--- config.mk ---
export PLATFORM = sky130hd
export DESIGN_NAME = chargen
export DESIGN_NICKNAME = d
export VERILOG_FILES = /design/src/rtl/chargen_pkg.sv /design/src/rtl/glyph_shifter.sv /design/src/rtl/chargen.sv
export SDC_FILE = /design/constraint.sdc
export NUM_CORES = 1
export LEC_CHECK = 0
export ABC_AREA = 1
export ABC_CLOCK_PERIOD_IN_PS = 1610
export BUFFER_PORTS_ARGS = -buffer_cell sky130_fd_sc_hd__buf_4
export CELL_PAD_IN_SITES_DETAIL_PLACEMENT = 1
export CELL_PAD_IN_SITES_GLOBAL_PLACEMENT = 1
export CORE_MARGIN = 4
export CORE_UTILIZATION = 40
export DETAILED_ROUTE_END_ITERATION = 8
export GPL_ROUTABILITY_DRIVEN = 0
export PLACE_DENSITY_LB_ADDON = 0.1
export SYNTH_ARGS = -nofsm -noshare
export SYNTH_HDL_FRONTEND = slang
export SYNTH_SLANG_ARGS = --single-unit
--- constraint.sdc ---
create_clock -name clk -period 1.61 [get_ports clk]
set_clock_uncertainty 0.15 [all_clocks]
set_input_delay 0.0805 -clock clk [delete_from_list [all_inputs] [get_ports clk]]
set_output_delay 0.0805 -clock clk [all_outputs]
set_load 0.1 [all_outputs]
--- src/rtl/chargen_pkg.sv ---
// Shared constants and types for the character generator.
// Text RAM attribute layout, pipeline depth and address widths.
package chargen_pkg;

  localparam int GLYPH_W  = 8;
  localparam int PIPE_LAT = 5;
  localparam int TEXT_AW  = 13;
  localparam int FONT_AW  = 9;
  localparam int FRAME_W  = 5;

  localparam int TD_INV      = 7;
  localparam int TD_BLINK    = 6;
  localparam int TD_GLYPH_HI = 5;
  localparam int TD_GLYPH_LO = 0;

  localparam int GLYPH_IW = TD_GLYPH_HI - TD_GLYPH_LO + 1;

  typedef struct packed {
    logic inv;
    logic blink;
  } attr_t;

  function automatic attr_t td_attr(input logic [7:0] td);
    attr_t a;
    a.inv   = td[TD_INV];
    a.blink = td[TD_BLINK];
    return a;
  endfunction

endpackage

--- src/rtl/glyph_shifter.sv ---
// Pixel shifter: loads one font row plus attributes, emits MSB first.
// Ports: clk, rst_n, load, font, attr, blink_phase, act -> pix.
module glyph_shifter
  import chargen_pkg::*;
(
  input  logic               clk,
  input  logic               rst_n,
  input  logic               load,
  input  logic [GLYPH_W-1:0] font,
  input  attr_t              attr,
  input  logic               blink_phase,
  input  logic               act,
  output logic               pix
);

  logic [GLYPH_W-1:0] shift_q;
  // Marks which shifter bits still belong to a fetched glyph, so
  // stale attributes never paint pixels once the glyph is used up.
  logic [GLYPH_W-1:0] vmask_q;
  attr_t              attr_q;

  always_ff @(posedge clk) begin
    if (!rst_n) begin
      shift_q <= '0;
      vmask_q <= '0;
      attr_q  <= '0;
    end else if (load) begin
      shift_q <= font;
      vmask_q <= '1;
      attr_q  <= attr;
    end else begin
      shift_q <= {shift_q[GLYPH_W-2:0], 1'b0};
      vmask_q <= {vmask_q[GLYPH_W-2:0], 1'b0};
    end
  end

  always_comb begin
    pix = shift_q[GLYPH_W-1] ^ attr_q.inv;
    if (attr_q.blink && blink_phase)
      pix = attr_q.inv;
    if (!act || !vmask_q[GLYPH_W-1])
      pix = 1'b0;
  end

endmodule

--- src/rtl/chargen.sv ---
// Text-mode character generator: text RAM -> font RAM -> pixels.
// Ports: video timing in, two RAM read ports, pix and syncs out.
module chargen
  import chargen_pkg::*;
(
  input  logic               clk,
  input  logic               rst_n,
  input  logic               active,
  input  logic [9:0]         hpos,
  input  logic [9:0]         vpos,
  input  logic               hsync_in,
  input  logic               vsync_in,
  output logic               text_rd,
  output logic [TEXT_AW-1:0] text_addr,
  input  logic [7:0]         text_data,
  output logic               rd,
  output logic [FONT_AW-1:0] rd_addr,
  input  logic [GLYPH_W-1:0] rd_data,
  output logic               pix,
  output logic               hsync_out,
  output logic               vsync_out
);

  logic                fetch;
  logic [PIPE_LAT-1:0] act_dl;
  logic [PIPE_LAT-1:0] hs_dl;
  logic [PIPE_LAT-1:0] vs_dl;
  logic [2:0]          row_d1;
  logic [2:0]          row_d2;
  logic                txt_vld;
  logic                fnt_vld;
  attr_t               attr_d1;
  attr_t               attr_d2;
  logic                vs_prev;
  logic [FRAME_W-1:0]  frame_q;
  logic                unused_vpos;

  // Row 512+ aliases rows 0-511.
  assign unused_vpos = vpos[9];

  assign fetch = active && (hpos[2:0] == 3'd0);

  always_ff @(posedge clk) begin
    if (!rst_n) begin
      text_rd   <= 1'b0;
      text_addr <= '0;
      rd        <= 1'b0;
      rd_addr   <= '0;
      row_d1    <= '0;
      row_d2    <= '0;
      txt_vld   <= 1'b0;
      fnt_vld   <= 1'b0;
      attr_d1   <= '0;
      attr_d2   <= '0;
      act_dl    <= '0;
      hs_dl     <= '0;
      vs_dl     <= '0;
      vs_prev   <= 1'b0;
      frame_q   <= '0;
    end else begin
      text_rd <= fetch;
      if (fetch)
        text_addr <= {vpos[8:3], hpos[9:3]};
      row_d1  <= vpos[2:0];
      row_d2  <= row_d1;
      txt_vld <= text_rd;
      rd      <= txt_vld;
      if (txt_vld) begin
        rd_addr <= {text_data[TD_GLYPH_HI:TD_GLYPH_LO], row_d2};
        attr_d1 <= td_attr(text_data);
      end
      attr_d2 <= attr_d1;
      fnt_vld <= rd;
      act_dl  <= {act_dl[PIPE_LAT-2:0], active};
      hs_dl   <= {hs_dl[PIPE_LAT-2:0], hsync_in};
      vs_dl   <= {vs_dl[PIPE_LAT-2:0], vsync_in};
      vs_prev <= vsync_in;
      if (vsync_in && !vs_prev)
        frame_q <= frame_q + FRAME_W'(1);
    end
  end

  assign hsync_out = hs_dl[PIPE_LAT-1];
  assign vsync_out = vs_dl[PIPE_LAT-1];

  glyph_shifter u_shift (
    .clk        (clk),
    .rst_n      (rst_n),
    .load       (fnt_vld),
    .font       (rd_data),
    .attr       (attr_d2),
    .blink_phase(frame_q[FRAME_W-1]),
    .act        (act_dl[PIPE_LAT-1]),
    .pix        (pix)
  );

endmodule

==> flow_summary.toml <==
[run_status]
status = "finished, final reports clean"

[synth]
synth_edf_count = 0
synthDistinctLibCells = 20
synth_most_common_cell = "dfxtp_1"
synth.avg_cell_area_um2 = 8.38
syn-num-nets = 332
netlist_area_um2 = 2430
synth_top_area_share_pct = 61.0
ys_seq_area_share_pct = 61.0
ys.flop_type = "dfxtp_1"
ys_ff_latch = 74
yosys_warnings = 0
yosysTopAreaCell = "dfxtp_1"
yosys-top-cells-area = "dfxtp_1 61%, nand2_1 9.6%, nor2_1 7.3%, inv_1 5.1%, o21ai_0 3.9%"
synth_commonest_cells = "74 x dfxtp_1, 62 x nand2_1, 47 x nor2_1"
netlist_instances = 290
synth_async_sr_flop_share_pct = 0

[cts]
cts_sinks = 74
clk_root_buffer_cell = "clkbuf_8"
htreeDepth = 3
clock_latency_ns = 0.33
cts.path.max_buffers = 2
cts_tree = "yes"
cts.clk_slew.worst_paths_ns = 0.08
numCtsBuffers = 9
cts_setup_buffers = 0

[grt]
grt_pass1_vias = 2391
antenna_found_initial = 0
grt_max_degree = 24
gr-total-overflow = 0
grt_pass1_wl_um = 10600
grt_util_all_layers_pct = 18.1

[routing]
route.vias.total = 2180
post_drt_via_cell_ratio = 4.56
wl_um = 6000
drtAntennaViolNets = 0
first_iter_violations = 43
drt_pass1_iterations = 4
wl_per_cell_um = 12.6
drc = 0

[cells_and_area]
syn_to_final_growth_pct = 50.6
final.fill_count = 678
nets = 440
ff_latch_area_um2 = 1480
antennaDiodeCount = 0
final_cells = 478
multiInputGateArea_um2 = 752
drive_gt1_share_pct = 23.6

[worst_setup_path]
end_kind = "output port"
slowest_delay_ns = 0.35
r2r_setup_slack_ns = 0.35
regToRegEndpoint = "frame_q[4]"
startpoint = "frame_q[4]"
arrival_ns = 1.29
reg2reg_depth = 6
reg2reg_from = "frame_q[0]"
cpMaxStageDelayCell = "dfxtp_2"
critical_path_class = "register to output port"
crit_chain = "nand2_1, and3_1, nor3_4, buf_12"
start_kind = "register"
critical_path.top_delay_family = "simple AND/OR/NAND/NOR gates"
cp_max_fo = 3
cp.required_ns = 1.38
worst-path-buf-inv = 1

[pwr]
irDropWorstVdd_v = 0.000502
p_per_area_nw_per_um2 = 1120
finalPower_uw = 4110
p_leak_uw = 0.00186

[min_path]
min_path_type = "primary input to register"
hold_depth = 4
min_to = "text_rd"
hold_start = "hpos[2]"

[timing]
tns_ns = 0
period_needed_ns = 1.52
worst_slew_pin_slew_ns = 0.579
period_share_pct = 94.6
holdWs_ns = 0.0627
hold_viol = 0
timing.fmax_mhz = 657
relSlewSlack_pct = 61.4
slew_violations = 0
setup_viol = 0

[floorplan]
chipHeight_um = 85.9
ioPinCount = 68
start_util_pct = 41.0
dieArea_um2 = 7390
rows = 28
coreArea_um2 = 5920
die_x_um = 85.9

[place]
hpwlAfterDp_um = 3730
port_buffers = 66
dp.cells = 424

[run]
cap_viol_max_count = 0
power breakdown:
part / total [uW] / internal, uW / switching (uW)
logic: 350 / 164 / 186
registers: 1880 / 1870 / 15.8
clock network: 1880 / 1190 / 689
total: 4110 / 3220 / 891
metrics by stage:
stage | setup WS [ns] | utilization [%] | area, um2
2_1_floorplan | 0.0922 | - | 2440
3_3_place_gp | 0.398 | 50.6 | 3000
3_5_place_dp | 0.352 | 50.6 | 3000
4_1_cts | 0.000683 | 61.6 | 3640
5_1_grt | -0.00809 | 61.8 | 3660
6_report | 0.0869 | 61.8 | 3660
cell families after synthesis:
group                    count (synthesis)  synth area share [%]
adder cells (fa/ha/maj)                  1                 0.515
flip-flops                              74                  61.0
XOR/XNOR                                 2                 0.721
AND/OR/NAND/NOR                        129                  21.6
buffers and inverters                   48                  8.70
AO/OA/AOI/OAI                           36                  7.52
placed cells by master, fill, tap and decap left out, drive strengths merged:
cell type    count
o21ai           19
clkinv           3
nand2           63
and3             1
buf             72
inv             34
nand3           15
nor3             1
ha               1
xor2             2
o22ai            2
a21oi           15
nor2            49
clkbuf           9
bufinv           4
dlygate4sd3     38
dfxtp           74
clkinvlp         1
worst max-delay path by stage:
stage | to | cells after the start
detailed placement | pix | 4
global route | pix | 4
global placement | pix | 4
floorplan | pix | 3
CTS | pix | 4
finish | pix | 4
cell type report:
| cell class | count | area share (%) |
|---|---|---|
| inverter | 35 | 3.59 |
| clock inverter | 7 | 3.86 |
| sequential | 74 | 40.5 |
| multi-input combinational | 168 | 20.6 |
| tap | 75 | 2.56 |
| clock buffer | 9 | 3.39 |
| timing repair buffer | 110 | 25.5 |
tightest hold or removal path, cell delays in order:
cell     delay, ns
buf_4         0.09
nor2_4        0.04
nand2_2       0.21
nor2_1        0.07
state kept, by name (all words and copies together), names as in the netlist, 3 cells and up:
signal,cells
act_dl,5
frame_q,5
hs_dl,5
rd_addr,9
row_d1,3
row_d2,3
text_addr,13
u_shift.shift_q,8
u_shift.vmask_q,8
vs_dl,5
repair_timing:
| action | 4_1_cts | 5_1_grt |
|---|---|---|
| endpoints found under the hold margin | 42 | 3 |
| gates resized for setup | 1 | 4 |
| setup endpoints to repair | 1 | 4 |
| hold buffers | 38 | 1 |
metal layers:
| layer | part of all wire [%] | track usage [%] | vias to the layer above |
|---|---|---|---|
| met1 | 43 | 20.4 | 1011 |
| met5 | 0 | 0 | - |
| li1 | - | - | 1101 |
| met2 | 49 | 31.7 | 57 |
| met4 | 1.6 | 8.20 | 0 |
| met3 | 6.8 | 4.90 | 11 |
(Power assumes the default switching activity.)
